$ cat src/rtl/time_entry_loader_pkg.sv
// Shared definitions for the keypad time-entry loader: FSM encoding and
// the digit/seconds limits used when validating keypad input.
package time_entry_loader_pkg;

  typedef enum logic [1:0] {
    IDLE  = 2'd0,
    ENTRY = 2'd1,
    LOAD  = 2'd2,
    DONE  = 2'd3
  } tel_state_e;

  localparam logic [3:0] KEY_DIGIT_MAX = 4'd9;
  localparam logic [3:0] SEC_TENS_MAX  = 4'd5;

  // True for keypad codes that represent a decimal digit.
  function automatic logic is_digit(input logic [3:0] code);
    return (code <= KEY_DIGIT_MAX);
  endfunction

endpackage

$ cat src/rtl/time_entry_loader_bcd_digit_shifter.sv
// Four-digit BCD shift register (min_tens..sec_ones) with a saturating
// count of digits entered. New digits enter at sec_ones and push the
// older ones toward min_tens. Clear wins over shift; freeze blocks shift.
module bcd_digit_shifter
  import time_entry_loader_pkg::*;
#(
  parameter int MAX_DIGITS = 4
) (
  input  logic       clock,
  input  logic       clrn,
  input  logic       shift_en,
  input  logic       clear,
  input  logic       freeze,
  input  logic [3:0] digit_in,
  output logic [3:0] min_tens,
  output logic [3:0] min_ones,
  output logic [3:0] sec_tens,
  output logic [3:0] sec_ones,
  output logic [2:0] digit_count
);

  logic [3:0] mt_q, mt_d;
  logic [3:0] mo_q, mo_d;
  logic [3:0] st_q, st_d;
  logic [3:0] so_q, so_d;
  logic [2:0] cnt_q, cnt_d;
  logic       full;

  assign full = (cnt_q >= 3'(MAX_DIGITS));

  // Next-state: clear, shift in a new digit, or hold.
  always_comb begin
    mt_d  = mt_q;
    mo_d  = mo_q;
    st_d  = st_q;
    so_d  = so_q;
    cnt_d = cnt_q;
    if (clear) begin
      mt_d  = 4'd0;
      mo_d  = 4'd0;
      st_d  = 4'd0;
      so_d  = 4'd0;
      cnt_d = 3'd0;
    end else if (shift_en && !freeze && !full) begin
      mt_d  = mo_q;
      mo_d  = st_q;
      st_d  = so_q;
      so_d  = digit_in;
      cnt_d = cnt_q + 3'd1;
    end
  end

  // Digit and count registers.
  always_ff @(posedge clock or negedge clrn) begin
    if (!clrn) begin
      mt_q  <= 4'd0;
      mo_q  <= 4'd0;
      st_q  <= 4'd0;
      so_q  <= 4'd0;
      cnt_q <= 3'd0;
    end else begin
      mt_q  <= mt_d;
      mo_q  <= mo_d;
      st_q  <= st_d;
      so_q  <= so_d;
      cnt_q <= cnt_d;
    end
  end

  assign min_tens    = mt_q;
  assign min_ones    = mo_q;
  assign sec_tens    = st_q;
  assign sec_ones    = so_q;
  assign digit_count = cnt_q;

endmodule

$ cat src/rtl/time_entry_loader.sv
// Keypad-side writer for the MM:SS counter chain. Collects digits, checks
// the seconds-tens digit on start, then drives a flop-based active-low load
// strobe for LOAD_CYCLES clocks while the digit outputs are held stable.
module time_entry_loader
  import time_entry_loader_pkg::*;
#(
  parameter int LOAD_CYCLES = 2,
  parameter int MAX_DIGITS  = 4
) (
  input  logic       clock,
  input  logic       clrn,
  input  logic       key_valid,
  input  logic [3:0] key_code,
  input  logic       start,
  input  logic       cancel,
  input  logic       timer_running,
  output logic       loadn,
  output logic [3:0] min_tens,
  output logic [3:0] min_ones,
  output logic [3:0] sec_tens,
  output logic [3:0] sec_ones,
  output logic [2:0] digit_count,
  output logic       entry_error,
  output logic       load_done
);

  tel_state_e state_q, state_d;
  logic       loadn_q, loadn_d;
  logic       err_q, err_d;
  logic       done_q, done_d;
  logic [3:0] lcnt_q, lcnt_d;
  logic       shift_en;
  logic       clear;
  logic       freeze;

  // Digits are held through LOAD and the DONE cycle so the counters see
  // stable data while loadn is low and immediately after it rises.
  assign freeze = (state_q == LOAD) || (state_q == DONE);

  bcd_digit_shifter #(
    .MAX_DIGITS(MAX_DIGITS)
  ) u_shifter (
    .clock      (clock),
    .clrn       (clrn),
    .shift_en   (shift_en),
    .clear      (clear),
    .freeze     (freeze),
    .digit_in   (key_code),
    .min_tens   (min_tens),
    .min_ones   (min_ones),
    .sec_tens   (sec_tens),
    .sec_ones   (sec_ones),
    .digit_count(digit_count)
  );

  // Next-state and control decode; priority is cancel > start > key.
  always_comb begin
    state_d  = state_q;
    loadn_d  = 1'b1;
    err_d    = err_q;
    done_d   = 1'b0;
    lcnt_d   = lcnt_q;
    shift_en = 1'b0;
    clear    = 1'b0;
    unique case (state_q)
      IDLE, ENTRY: begin
        if (cancel) begin
          clear   = 1'b1;
          err_d   = 1'b0;
          state_d = IDLE;
        end else if (!timer_running) begin
          if (start) begin
            // Start always consumes the cycle; a simultaneous key is dropped.
            if (state_q == ENTRY) begin
              if (sec_tens > SEC_TENS_MAX) begin
                err_d = 1'b1;
              end else begin
                state_d = LOAD;
                loadn_d = 1'b0;
                lcnt_d  = 4'(LOAD_CYCLES - 1);
              end
            end
          end else if (key_valid) begin
            if (!is_digit(key_code)) begin
              err_d = 1'b1;
            end else if (digit_count < 3'(MAX_DIGITS)) begin
              shift_en = 1'b1;
              state_d  = ENTRY;
            end
          end
        end
      end
      LOAD: begin
        // Cancel is deliberately ignored here so a load is never truncated.
        if (lcnt_q == 4'd0) begin
          state_d = DONE;
          done_d  = 1'b1;
        end else begin
          loadn_d = 1'b0;
          lcnt_d  = lcnt_q - 4'd1;
        end
      end
      DONE: begin
        clear   = 1'b1;
        state_d = IDLE;
        if (cancel) begin
          err_d = 1'b0;
        end
      end
      default: state_d = IDLE;
    endcase
  end

  // Control registers; loadn comes straight from a flop for a clean strobe.
  always_ff @(posedge clock or negedge clrn) begin
    if (!clrn) begin
      state_q <= IDLE;
      loadn_q <= 1'b1;
      err_q   <= 1'b0;
      done_q  <= 1'b0;
      lcnt_q  <= 4'd0;
    end else begin
      state_q <= state_d;
      loadn_q <= loadn_d;
      err_q   <= err_d;
      done_q  <= done_d;
      lcnt_q  <= lcnt_d;
    end
  end

  assign loadn       = loadn_q;
  assign entry_error = err_q;
  assign load_done   = done_q;

endmodule
$ cat config.mk
export PLATFORM = sky130hd
export DESIGN_NAME = time_entry_loader
export DESIGN_NICKNAME = d
export VERILOG_FILES = /design/src/rtl/time_entry_loader_pkg.sv /design/src/rtl/time_entry_loader_bcd_digit_shifter.sv /design/src/rtl/time_entry_loader.sv
export SDC_FILE = /design/constraint.sdc
export NUM_CORES = 1
export LEC_CHECK = 0
export ABC_CLOCK_PERIOD_IN_PS = 4810
export BUFFER_PORTS_ARGS = -buffer_cell sky130_fd_sc_hd__buf_2
export CAP_MARGIN = 15
export CELL_PAD_IN_SITES_DETAIL_PLACEMENT = 0
export CELL_PAD_IN_SITES_GLOBAL_PLACEMENT = 1
export CORE_MARGIN = 8
export CORE_UTILIZATION = 44
export CTS_BUF_LIST = sky130_fd_sc_hd__clkbuf_8 sky130_fd_sc_hd__clkbuf_16
export DETAILED_ROUTE_END_ITERATION = 8
export PLACE_DENSITY = 0.79
export SYNTH_ARGS = -nofsm -noshare
export SYNTH_HDL_FRONTEND = slang
export SYNTH_SLANG_ARGS = --single-unit
$ cat constraint.sdc
create_clock -name clock -period 4.81 [get_ports clock]
set_input_delay 1.2025 -clock clock [delete_from_list [all_inputs] [get_ports clock]]
set_output_delay 1.2025 -clock clock [all_outputs]
set_load 0.005 [all_outputs]
==> results.toml, run 1 <==
[run_status]
status = "completed"

[routing]
wl_mm = 3.80
final_antenna_net_count = 0
wl_per_cell_microns = 16.5
via_per_inst = 5.90
dr.pass1.iters = 4
route.detailed.drc = 0
dr_total_vias = 1363
drt_iter0_drc = 118

[yosys]
synth-compound-area-share = 0.196
yosysSeqAreaShare = 0.444
ys_seq_elements = 28
postSynthAreaPerCell_sq_um = 9.75
synth-simple-area-share = 0.253
muxShareOfSynthArea = 0.00713
synth_flop_cell = "dfrtp_1"
synth-edff-count = 0
synthAdderAreaFrac = 0.0238
ys.warnings.count = 0
synth_cell_types = 37
syn-cell-area_sq_mm = 0.00158
syn_nets = 175
async_flop_share = 1.00
synth_top_family_by_area = "simple AND/OR/NAND/NOR gates"
synthXorXnorAreaFrac = 0
synthCells = 162

[hold_path]
hold_class = "register to register"

[clocking]
clk_pin_slew_worst_paths_ns = 0.09
cts_made_buffers = 3
clk_path_buf_depth = 2
tritoncts = "done"
htree_levels = 1
clkSinkCount = 28
post-cts-setup-buffer-count = 0
post_cts_resized = 0
cts_root_buffer = "clkbuf_8"
clkLatencyLatePin_ns = 0.27
cts_hold_buffers = 0

[place]
post-dp-hpwl_mm = 2.62
place.port_buffers = 31
gp_congestion = 0.805
post_dp_cell_area_sq_mm = 0.00173

[timing]
maxSlewViolCount = 0
tightest_slew_ns = 0.878
finClkSkew_ns = 0.00340
fmax_ghz = 0.401
max_slew_margin = 0.415
post-route-period-util = 0.518
rsz0062_at_grt = "false"
fin_crit_ns = 2.49
fin_setup_tns_ns = 0
hold_viol = 0
final-setup-viol-count = 0

[final_layout]
final_cell_mix = "31 x buf_2, 27 x dfrtp_1, 21 x nand2_1"
drive_gt1_frac = 0.303
layout_commonest_cell = "buf_2"
layout.area.seq_sq_um = 702
fillers = 330
stdcell_area_sq_mm = 0.00179
antenna_cells = 0
multi_input_area_sq_um = 768
syn_to_final_growth_pct = 13.1
fin_nets = 199

[global_routing]
antenna_found_initial = 0
grtUsageMet2 = 0.219
grt_max_degree = 39
grt_use_total = 0.135
top_usage_layer = "met2"
grt_pass1_wl_mm = 6.74
use_met1 = 0.179
grt_overflow = 0
first_global_vias = 1398
grt_util_met3 = 0.0259

[setup_path]
critPathMaxFanout = 18
arrival_ns = 2.64
endpoint_kind = "register"
critPathKind = "input port to register"
cp.required_ns = 4.96
startpoint_type = "input port"

[die]
die_area_sq_mm = 0.00577
die-width_microns = 75.9
fp.coreArea_sq_mm = 0.00339
fp.dieH_microns = 75.9
rows = 21
initial_core_util = 0.466
io_pins = 32

[power_and_ir_drop]
power_density_mw_per_mm2 = 335
irDropWorstVdd_uv = 220
p_leak_nw = 0.867

[run]
drv_cap = 0
## cells in the mapped netlist, types with 2 or more instances
| library cell | n | area, sq um |
|---|---|---|
| nand3_1 | 18 | 90.1 |
| nor2_1 | 4 | 15.0 |
| inv_1 | 5 | 18.8 |
| dfrtp_1 | 27 | 676 |
| clkbuf_1 | 3 | 11.3 |
| ha_1 | 3 | 37.5 |
| o21ai_0 | 5 | 25.0 |
| buf_2 | 10 | 50.1 |
| o211ai_2 | 10 | 125 |
| o211ai_1 | 9 | 67.6 |
| or4_1 | 2 | 15.0 |
| a31oi_1 | 2 | 12.5 |
| nand2_1 | 21 | 78.8 |
| nand4_1 | 19 | 119 |
| a21oi_1 | 2 | 10.0 |
## per-layer routing
layer	vias to the layer above	part of all wire	routed length, microns
met3	2	0.044	167
met5	-	0	0
met4	0	0.0058	22
met2	41	0.47	1800
li1	656	-	-
met1	664	0.48	1810
## layout make-up
class | instances | area share
timing repair buffer | 35 | 0.104
inverter | 5 | 0.0105
clock buffer | 4 | 0.0308
tap | 46 | 0.0322
sequential | 28 | 0.393
multi-input combinational | 113 | 0.430
## logic make-up after synthesis
kind of cell / after synthesis
mux: 1
fa+ha+maj: 3
simple gates: 73
flops: 28
compound gates: 36
buf+inv: 21
## report_power, final
group,internal (mW),switching (mW),total (mW)
clock,0.0733,0.0729,0.146
sequential,0.263,0.0311,0.295
combinational,0.0583,0.0994,0.158
## critical path, cell delays in order
cell and delay, ns:
buf_2 0.13, or4b_1 0.89, o211ai_1 0.32, nand3_1 0.09
## state kept, by name, indices dropped and copies added, names as in the netlist
signal / flops
entry_error: 1
loadn: 1
u_shifter.min_tens: 4
state_q: 2
u_shifter.sec_tens: 4
u_shifter.digit_count: 3
lcnt_q: 4
u_shifter.min_ones: 4
u_shifter.sec_ones: 4
load_done: 1
## worst paths after layout
kind | cells after the start | end | slack, ns | start
setup / recovery | 4 | u_shifter.min_ones[0]$_DFFE_PN0P_ | 2.32 | start
hold / removal | 2 | u_shifter.min_tens[3]$_DFFE_PN0P_ | 0.53 | u_shifter.min_tens[3]$_DFFE_PN0P_
setup reg to reg | 5 | lcnt_q[1]$_DFFE_PN0P_ | 2.92 | lcnt_q[0]$_DFFE_PN0P_
hold reg to reg | 2 | u_shifter.min_tens[3]$_DFFE_PN0P_ | 0.53 | u_shifter.min_tens[3]$_DFFE_PN0P_
max in group asynchronous | 1 | state_q[0]$_DFFE_PN0P_ | 3.46 | clrn
min in group asynchronous | 1 | u_shifter.min_ones[1]$_DFFE_PN0P_ | 0.94 | clrn
## metrics by stage
stage,worst slack [ns],utilization,power [mW],std cells,hold WS (ns)
floorplan,2.50,-,0.409,162,0.478
detailed placement,2.03,0.511,0.455,227,0.512
global placement,2.07,0.511,0.449,227,0.497
CTS,2.32,0.527,0.601,231,0.534
global route,2.21,0.527,0.634,231,0.571
finish,2.32,0.527,0.598,231,0.526
No activity file was read; power rests on OpenSTA's default activity.
==> inputs of run 2 (changes only) <==
- ABC_CLOCK_PERIOD_IN_PS: 4810 -> 2200
- CORE_UTILIZATION: 44 -> 37
- PLACE_DENSITY: 0.79 -> 0.7
- clock period: 4.81 -> 2.2 ns (I/O delays scaled with it)
==> run 2 against run 1 <==
  * Sequential power is 120% higher
  * Register-to-register slack worse by 2.6 ns
  * Sequential share of layout area is 0.38 points lower
  * Cell count is 3.0% higher
  * Die area is 15% higher
  * Hold slack worse by 0.23 ns
  * Power is 110% higher
  * Clock skew is 0.0041 ns higher
  * Critical path type is now register to register
  * Largest cell class unchanged
==> results.toml, run 2 (synthesized netlist as in run 1, its figures left out) <==
[die]
initial_core_util = 0.389
io_pins = 32
fp.dieH_microns = 81.4
die-width_microns = 81.4
rows = 23
die_area_sq_mm = 0.00662
fp.coreArea_sq_mm = 0.00406

[setup_path]
endpoint_kind = "register"
cp.required_ns = 2.36
critPathMaxFanout = 4
reg2reg_slack_ns = 0.31
arrival_ns = 2.05
r2r-end = "lcnt_q[1]$_DFFE_PN0P_"
critPathKind = "register to register"
rr_worst_depth = 5
startpoint_type = "register"
r2r_start = "lcnt_q[0]$_DFFE_PN0P_"

[routing]
wl_per_cell_microns = 16.4
drt_iter0_drc = 114
final_antenna_net_count = 0
dr.pass1.iters = 4
route.detailed.drc = 0
via_per_inst = 5.66
wl_mm = 3.90
dr_total_vias = 1346

[power_and_ir_drop]
irDropWorstVdd_uv = 366
power_density_mw_per_mm2 = 706
finalPower_mw = 1.27
p_leak_nw = 0.879

[timing]
fin_crit_ns = 1.89
maxSlewViolCount = 0
tightest_slew_ns = 0.849
rsz0062_at_grt = "false"
fin_setup_tns_ns = 0
hold_viol = 0
final-setup-viol-count = 0
max_slew_margin = 0.434
post-route-period-util = 0.860
finClkSkew_ns = 0.00750
fmax_ghz = 0.528

[run_status]
status = "completed"

[clocking]
cts_made_buffers = 3
clk_pin_slew_worst_paths_ns = 0.10
tritoncts = "done"
clk_path_buf_depth = 2
post-cts-setup-buffer-count = 0
clkSinkCount = 28
htree_levels = 1
post_cts_resized = 0
cts_hold_buffers = 0
cts_root_buffer = "clkbuf_8"
clkLatencyLatePin_ns = 0.27

[run]
drv_cap = 0

[global_routing]
grt_pass1_wl_mm = 6.53
first_global_vias = 1343
grt_overflow = 0
grt_max_degree = 39
grt_use_total = 0.122
antenna_found_initial = 0

[final_layout]
fin_util = 0.445
multi_input_area_sq_um = 768
layout_commonest_cell = "buf_2"
fillers = 390
antenna_cells = 0
drive_gt1_frac = 0.309
final_cell_mix = "31 x buf_2, 27 x dfrtp_1, 21 x nand2_1"
syn_to_final_growth_pct = 14.2
layout.area.seq_sq_um = 702
fin_nets = 202
stdcell_area_sq_mm = 0.00180

[place]
post-dp-hpwl_mm = 2.77
gp_congestion = 0.743
place.port_buffers = 31
post_dp_cell_area_sq_mm = 0.00176

[hold_path]
hold_class = "input port to asynchronous set/reset pin"
-- run 2: cell types whose count changed in the layout (fill, tap and decap cells not counted) --
cell	change
buf_4	+3
clkbuf_8	-1
inv_1	+1
-- run 2: critical path, stage by stage, from the launching register on --
cell	delay (ns)
dfrtp_1	0.39
inv_1	0.11
ha_1	0.19
or3b_2	0.48
a32oi_2	0.26
mux2_1	0.35
-- run 2: layer usage --
metal	GRT usage	vias to the layer above	routed length, microns
li1	-	661	-
met5	0	-	0
met3	0.0243	4	208
met4	0.0375	0	29
met2	0.191	35	1750
met1	0.164	646	1920
-- run 2: worst max path at each step --
stage,depth (start not counted),slack [ns],endpoint,from
finish,5,0.31,lcnt_q[1]$_DFFE_PN0P_,lcnt_q[0]$_DFFE_PN0P_
detailed placement,5,0.33,lcnt_q[1]$_DFFE_PN0P_,lcnt_q[0]$_DFFE_PN0P_
global placement,5,0.34,lcnt_q[1]$_DFFE_PN0P_,lcnt_q[0]$_DFFE_PN0P_
floorplan,5,0.46,lcnt_q[1]$_DFFE_PN0P_,lcnt_q[0]$_DFFE_PN0P_
global route,5,0.20,lcnt_q[1]$_DFFE_PN0P_,lcnt_q[0]$_DFFE_PN0P_
CTS,5,0.30,lcnt_q[1]$_DFFE_PN0P_,lcnt_q[0]$_DFFE_PN0P_
-- run 2: area by class of cell --
cell class / instances / share of cell area
inverters: 5 / 0.0104
clock inverters: 1 / 0.00208
flip-flops and latches: 28 / 0.389
repair buffers: 38 / 0.115
well taps: 50 / 0.0347
clock buffers: 3 / 0.0229
multi-input cells: 113 / 0.426
-- run 2: metrics by stage --
step | std cells | hold WS [ns] | worst slack, ns
2_1_floorplan | 162 | 0.254 | 0.459
3_3_place_gp | 234 | 0.502 | 0.336
3_5_place_dp | 234 | 0.503 | 0.329
4_1_cts | 238 | 0.322 | 0.296
5_1_grt | 238 | 0.347 | 0.196
6_report | 238 | 0.297 | 0.307
-- run 2: where the power goes --
| part | switching, mW | internal, mW | total [mW] |
|---|---|---|---|
| Sequential | 0.0685 | 0.576 | 0.644 |
| Clock | 0.157 | 0.125 | 0.282 |
| Combinational | 0.218 | 0.129 | 0.348 |
